==> src/rtl/board_ctrl_pkg.sv <==
// Shared FSM state codes, register offsets and ID constant for the board
// control peripheral.
package board_ctrl_pkg;

  typedef enum logic [1:0] {
    ST_HOLD     = 2'd0,
    ST_WAIT_REL = 2'd1,
    ST_RUN      = 2'd2,
    ST_STEP     = 2'd3
  } state_t;

  localparam logic [1:0] REG_LEVEL  = 2'd0;
  localparam logic [1:0] REG_STICKY = 2'd1;
  localparam logic [1:0] REG_STATUS = 2'd2;
  localparam logic [1:0] REG_ID     = 2'd3;

  localparam logic [31:0] BOARD_ID = 32'h42C0_0001;

endpackage

==> src/rtl/btn_debounce.sv <==
// Single-button debouncer: synchronises an active-low pad and accepts a new
// level only after it has been stable for DEBOUNCE_CYCLES cycles.
module btn_debounce #(
  parameter int DEBOUNCE_CYCLES = 65535
) (
  input  logic clk,
  input  logic reset,
  input  logic raw_n,
  output logic level,
  output logic press,
  output logic released
);

  localparam int CNT_W = $clog2(DEBOUNCE_CYCLES);
  localparam logic [CNT_W-1:0] CNT_LAST = CNT_W'(DEBOUNCE_CYCLES - 1);

  logic             r_sync1;
  logic             r_sync2;
  logic             r_stable;
  logic             r_press;
  logic             r_release;
  logic [CNT_W-1:0] r_cnt;

  // Press/release pulses are registered alongside the level update so they
  // coincide with the cycle the new level becomes visible.
  always_ff @(posedge clk or posedge reset) begin
    if (reset) begin
      r_sync1   <= 1'b0;
      r_sync2   <= 1'b0;
      r_stable  <= 1'b0;
      r_press   <= 1'b0;
      r_release <= 1'b0;
      r_cnt     <= '0;
    end else begin
      r_sync1   <= ~raw_n;
      r_sync2   <= r_sync1;
      r_press   <= 1'b0;
      r_release <= 1'b0;
      if (r_sync2 == r_stable) begin
        r_cnt <= '0;
      end else if (r_cnt == CNT_LAST) begin
        r_stable  <= r_sync2;
        r_cnt     <= '0;
        r_press   <= r_sync2;
        r_release <= ~r_sync2;
      end else begin
        r_cnt <= r_cnt + CNT_W'(1);
      end
    end
  end

  assign level    = r_stable;
  assign press    = r_press;
  assign released = r_release;

endmodule

==> src/rtl/board_ctrl.sv <==
// Board control top: debounced buttons, CPU reset sequencing, run/step clock
// enable and a small read-only bus register file.
module board_ctrl
  import board_ctrl_pkg::*;
#(
  parameter int NUM_BTN         = 4,
  parameter int DEBOUNCE_CYCLES = 65535,
  parameter int RST_HOLD        = 256,
  parameter int BTN_RESET       = 0,
  parameter int BTN_MODE        = 1,
  parameter int BTN_STEP        = 2,
  parameter int ADDR_W          = 4
) (
  input  logic               clk,
  input  logic               reset,
  input  logic [NUM_BTN-1:0] btn_n,
  input  logic               ren,
  input  logic [ADDR_W-1:0]  address,
  output logic [31:0]        data_out,
  output logic               cpu_reset_n,
  output logic               cpu_clk_en,
  output logic               step_mode,
  output logic [NUM_BTN-1:0] btn_level
);

  localparam int HOLD_W = (RST_HOLD > 1) ? $clog2(RST_HOLD) : 1;
  localparam logic [HOLD_W-1:0] HOLD_LAST = HOLD_W'(RST_HOLD - 1);

  logic [NUM_BTN-1:0] w_level;
  logic [NUM_BTN-1:0] w_press;
  logic [NUM_BTN-1:0] w_release;
  logic               w_unused_bits;

  for (genvar g = 0; g < NUM_BTN; g++) begin : g_btn
    btn_debounce #(
      .DEBOUNCE_CYCLES(DEBOUNCE_CYCLES)
    ) u_debounce (
      .clk     (clk),
      .reset   (reset),
      .raw_n   (btn_n[g]),
      .level   (w_level[g]),
      .press   (w_press[g]),
      .released(w_release[g])
    );
  end

  assign w_unused_bits = ^{w_release, address};

  state_t             r_state;
  state_t             w_state_next;
  logic [HOLD_W-1:0]  r_hold_cnt;
  logic [HOLD_W-1:0]  w_hold_cnt_next;
  logic               r_step_mode;
  logic               w_step_mode_next;
  logic               r_step_en;
  logic               w_step_en_next;

  always_ff @(posedge clk or posedge reset) begin
    if (reset) begin
      r_state     <= ST_HOLD;
      r_hold_cnt  <= '0;
      r_step_mode <= 1'b0;
      r_step_en   <= 1'b0;
    end else begin
      r_state     <= w_state_next;
      r_hold_cnt  <= w_hold_cnt_next;
      r_step_mode <= w_step_mode_next;
      r_step_en   <= w_step_en_next;
    end
  end

  // Pulse priority is reset > mode > step; a dropped step never reaches r_step_en.
  always_comb begin
    w_state_next     = r_state;
    w_hold_cnt_next  = '0;
    w_step_mode_next = r_step_mode;
    w_step_en_next   = 1'b0;
    case (r_state)
      ST_HOLD: begin
        if (w_press[BTN_RESET]) begin
          w_hold_cnt_next = '0;
        end else if (r_hold_cnt == HOLD_LAST) begin
          w_state_next = ST_WAIT_REL;
        end else begin
          w_hold_cnt_next = r_hold_cnt + HOLD_W'(1);
        end
      end
      ST_WAIT_REL: begin
        if (w_press[BTN_RESET]) begin
          w_state_next = ST_HOLD;
        end else if (w_level == '0) begin
          w_state_next = r_step_mode ? ST_STEP : ST_RUN;
        end
      end
      ST_RUN: begin
        if (w_press[BTN_RESET]) begin
          w_state_next = ST_HOLD;
        end else if (w_press[BTN_MODE]) begin
          w_step_mode_next = 1'b1;
          w_state_next     = ST_STEP;
        end
      end
      ST_STEP: begin
        if (w_press[BTN_RESET]) begin
          w_state_next = ST_HOLD;
        end else if (w_press[BTN_MODE]) begin
          w_step_mode_next = 1'b0;
          w_state_next     = ST_RUN;
        end else if (w_press[BTN_STEP]) begin
          w_step_en_next = 1'b1;
        end
      end
      default: w_state_next = ST_HOLD;
    endcase
  end

  assign cpu_reset_n = (r_state == ST_RUN) || (r_state == ST_STEP);
  assign cpu_clk_en  = (r_state == ST_RUN) || r_step_en;
  assign step_mode   = r_step_mode;
  assign btn_level   = w_level;

  logic [NUM_BTN-1:0] r_sticky;
  logic [NUM_BTN-1:0] w_sticky_clr;
  logic [1:0]         w_reg_sel;
  logic [31:0]        w_read_data;
  logic [31:0]        r_data_out;

  assign w_reg_sel    = address[3:2];
  assign w_sticky_clr = (ren && (w_reg_sel == REG_STICKY)) ? r_sticky : '0;

  // Clear only what the read returned; a same-cycle press still sets its flag.
  always_ff @(posedge clk or posedge reset) begin
    if (reset) begin
      r_sticky <= '0;
    end else begin
      r_sticky <= (r_sticky & ~w_sticky_clr) | w_press;
    end
  end

  always_comb begin
    w_read_data = '0;
    case (w_reg_sel)
      REG_LEVEL:  w_read_data = 32'(w_level);
      REG_STICKY: w_read_data = 32'(r_sticky);
      REG_STATUS: w_read_data = {27'd0, r_step_mode, 2'b00, r_state};
      REG_ID:     w_read_data = BOARD_ID;
      default:    w_read_data = '0;
    endcase
  end

  always_ff @(posedge clk or posedge reset) begin
    if (reset) begin
      r_data_out <= '0;
    end else if (ren) begin
      r_data_out <= w_read_data;
    end
  end

  assign data_out = r_data_out;

endmodule
==> config.mk <==
export PLATFORM = sky130hd
export DESIGN_NAME = board_ctrl
export DESIGN_NICKNAME = d
export VERILOG_FILES = /design/src/rtl/board_ctrl_pkg.sv /design/src/rtl/btn_debounce.sv /design/src/rtl/board_ctrl.sv
export SDC_FILE = /design/constraint.sdc
export NUM_CORES = 1
export LEC_CHECK = 0
export BUFFER_PORTS_ARGS = -buffer_cell sky130_fd_sc_hd__buf_2
export CORE_MARGIN = 2
export CORE_UTILIZATION = 40
export CTS_CLUSTER_SIZE = 14
export DETAILED_ROUTE_END_ITERATION = 6
export PLACE_DENSITY_LB_ADDON = 0.3
export SLEW_MARGIN = 30
export SYNTH_ARGS = -nofsm -noshare
export SYNTH_HDL_FRONTEND = slang
export SYNTH_SLANG_ARGS = --single-unit
==> constraint.sdc <==
create_clock -name clk -period 7 [get_ports clk]
set_input_delay 0.7 -clock clk [delete_from_list [all_inputs] [get_ports clk]]
set_output_delay 0.7 -clock clk [all_outputs]
set_load 0.05 [all_outputs]
==> flow_summary.toml <==
[worst_setup_path]
start_kind = "flop"
rrSetupSlack_ps = 5010
timing.rr.end = "g_btn[2].u_debounce.r_cnt[5]"
critPathKind = "flop to output port"
reg2reg_from = "g_btn[2].u_debounce.r_cnt[6]"
crit_slowest_cell = "dfrtp_1"
required_ps = 6300
crit_fanout = 8
crit_path_end_kind = "output port"
worstPathArrival_ps = 1390
worstRegToRegCells = 4
worstPathCellList = "inv_1, o21bai_1, buf_2"
crit_path_max_incr_delay_ps = 470

[yosys]
synth_edf_count = 0
netlist_area_um2 = 4880
synth-async-reset-ratio_pct = 100
synth_cells = 478
synth_top_area_share_pct = 52.3
synth_most_common_cell = "dfrtp_1"
yosysTopAreaCell = "dfrtp_1"
yosysWarningCount = 0
ys_top_cells_by_area = "dfrtp_1 52%, xnor2_1 6.6%, nor2_1 6.0%"
postSynthAreaPerCell_um2 = 10.2
synth_seq_area_share_pct = 52.3
synth.distinct_cells = 45
synth-seq-cells = 102
synth_common_cells = "102 x dfrtp_1, 78 x nor2_1, 37 x xnor2_1, 35 x nand3_1, 30 x buf_4"
synth_ff_type = "dfrtp_1"

[sta]
finalCritPeriodShare_pct = 29.8
tightest_slew_ps = 740
slew_violations = 0
worst_hold_slack_ps = 360
maxSlewHeadroom_pct = 50.1
fmax_mhz = 479
period_minus_slack_ps = 2090
rsz0062_at_grt = "no"
setup-tns-final_ps = 0
fin_skew_ps = 9.13
hold_viol = 0
setup_ws_ps = 4910
setup_viol = 0

[finish]
final_area_um2 = 5360
n_antenna_cell = 0
final_layout_size_suffix_gt1_share_pct = 11.2
fin_nets = 517
syn2layout_area_growth_pct = 9.95

[floorplanning]
die_w_um = 114
rows = 40
die_area_um2 = 13100
start_util_pct = 40.8
die_h_um = 114
core_um2 = 12000
ios = 50

[min_path]
hp-start = "g_btn[1].u_debounce.r_sync1"
hold_path_class = "flop to flop"
hold_depth = 0
min_to = "g_btn[1].u_debounce.r_sync2"

[clock_network]
cts-root-buf = "clkbuf_16"
cts.sink_count = 102
clock_path_buffers = 2
path_clk_slew_ps = 70
postCtsResizedCells = 0
clock_latency_ps = 350
post_cts_buffers = 0
cts_tree = "yes"
cts_max_level = 3
cts_hold_buffers = 0
numCtsBuffers = 9

[detailed_routing]
drt-initial-drc-count = 230
via_per_inst = 4.97
drtAntennaViolNets = 0
routedWlPerCell_um = 12.4
drc = 0
drt-pass1-iter-count = 4
wl_um = 8020
num_vias = 3223

[pwr]
powerDensity_nw_per_um2 = 233
swShare_pct = 23.9
p_sw_w = 0.000298
cellLeakagePower_nw = 2.39
intPower_w = 0.000949
power.total_w = 0.00125
pwr-share-seq_pct = 48.7
p_comb_share_pct = 6.4
vdd_ir_drop_max_v = 0.000156
power_frac_clock_pct = 44.8

[grt]
grt_overflow = 0
track_usage_pct = 13.4
grt_pass1_wl_um = 14200
grt_max_degree = 54
antenna_found_initial = 0
grt_pass1_vias = 3129

[placement]
gp_congestion = 0.788
hpwl_um = 5490
pre_cts_ws_ps = 5000
numPortBuffers = 24
dpl_cell_area_um2 = 5020

[outcome]
outcome = "finished, final reports clean"

[flow_run]
drv_cap = 0
-- logic make-up after synthesis --
kind of cell / share of synthesized area [%]
XOR/XNOR: 10.8
other: 0.0769
AO/OA/AOI/OAI: 5.03
multiplexers: 2.05
flip-flops: 52.3
adder cells (fa/ha/maj): 2.31
buffers and inverters: 7.16
AND/OR/NAND/NOR: 20.3
-- through the flow --
step	cells	utilization (%)
4_1_cts	649	44.8
5_1_grt	649	44.8
3_3_place_gp	633	41.9
3_5_place_dp	633	42.0
2_1_floorplan	500	-
6_report	649	44.8
-- critical path, delay by kind of cell (launching register included) --
kind                   cells  cell delay, ps
flip-flops                 1             470
buffers and inverters      2             420
AO/OA/AOI/OAI              1             160
-- state kept, by name (all words and copies together) (netlist names) --
| name | count |
|---|---|
| r_step_en | 1 |
| r_state | 2 |
| data_out | 6 |
| g_btn.u_debounce.press | 4 |
| r_sticky | 4 |
| g_btn.u_debounce.r_cnt | 64 |
| g_btn.u_debounce.r_sync1 | 4 |
| g_btn.u_debounce.level | 4 |
| r_hold_cnt | 8 |
| g_btn.u_debounce.r_sync2 | 4 |
| step_mode | 1 |
-- layout by cell type, fill, tap and decap left out, drive strengths merged, types with 2 or more instances in the layout --
master,Yosys,layout
dfrtp,102,102
nor2,78,78
xnor2,37,37
nand3,35,35
buf,33,26
inv,22,25
xor2,23,23
conb,1,23
nand4,17,17
nand2,16,16
nor4,12,12
nor3,12,12
clkbuf,7,11
a21oi,9,9
ha,9,9
o21ai,9,9
or3,7,7
mux2,5,5
and4,4,4
a21o,4,4
nor3b,4,4
mux2i,4,4
and3,3,3
and2,3,3
o22ai,3,3
or4,3,3
a31o,2,2
nand2b,2,2
bufinv,0,2
o31ai,2,2
-- how the worst max path moves through the flow --
stage,start,end,slack (ps),depth (start not counted)
global route,g_btn[2].u_debounce.r_cnt[6],g_btn[2].u_debounce.r_cnt[5],4820,4
floorplan,reset,data_out[0],3620,1
CTS,r_state[1],cpu_clk_en,4920,3
global placement,g_btn[0].u_debounce.r_cnt[7],g_btn[0].u_debounce.r_cnt[10],4850,4
finish,r_state[1],cpu_clk_en,4910,3
detailed placement,reset,g_btn[1].u_debounce.r_cnt[8],5000,3
-- layout make-up --
| type | count | area [um2] |
|---|---|---|
| Multi-Input combinational cell | 336 | 2070 |
| Inverter | 22 | 85.1 |
| Clock inverter | 5 | 86.3 |
| Clock buffer | 11 | 253 |
| Tap cell | 147 | 184 |
| Timing Repair Buffer | 26 | 135 |
| Sequential cell | 102 | 2550 |
| Fill cell | 1135 | 6600 |
-- power by group through the flow --
| stage | clock (W) | combinational (W) | sequential [W] |
|---|---|---|---|
| finish | 0.000559 | 0.0000800 | 0.000608 |
| floorplan | 0 | 0.0000743 | 0.000622 |
| detailed placement | 0 | 0.0000813 | 0.000619 |
| global route | 0.000598 | 0.0000886 | 0.000610 |
| global placement | 0 | 0.0000808 | 0.000619 |
| CTS | 0.000573 | 0.0000815 | 0.000608 |
-- routing by layer --
layer  global-route usage, %  share of wire (%)  up-vias
li1                        -                  -     1612
met2                    20.8                 45       51
met5                       0                  0        -
met3                    2.12                2.8       10
met1                    18.3                 50     1550
met4                    6.59                2.3        0
Power figures use the tool's default switching activity.
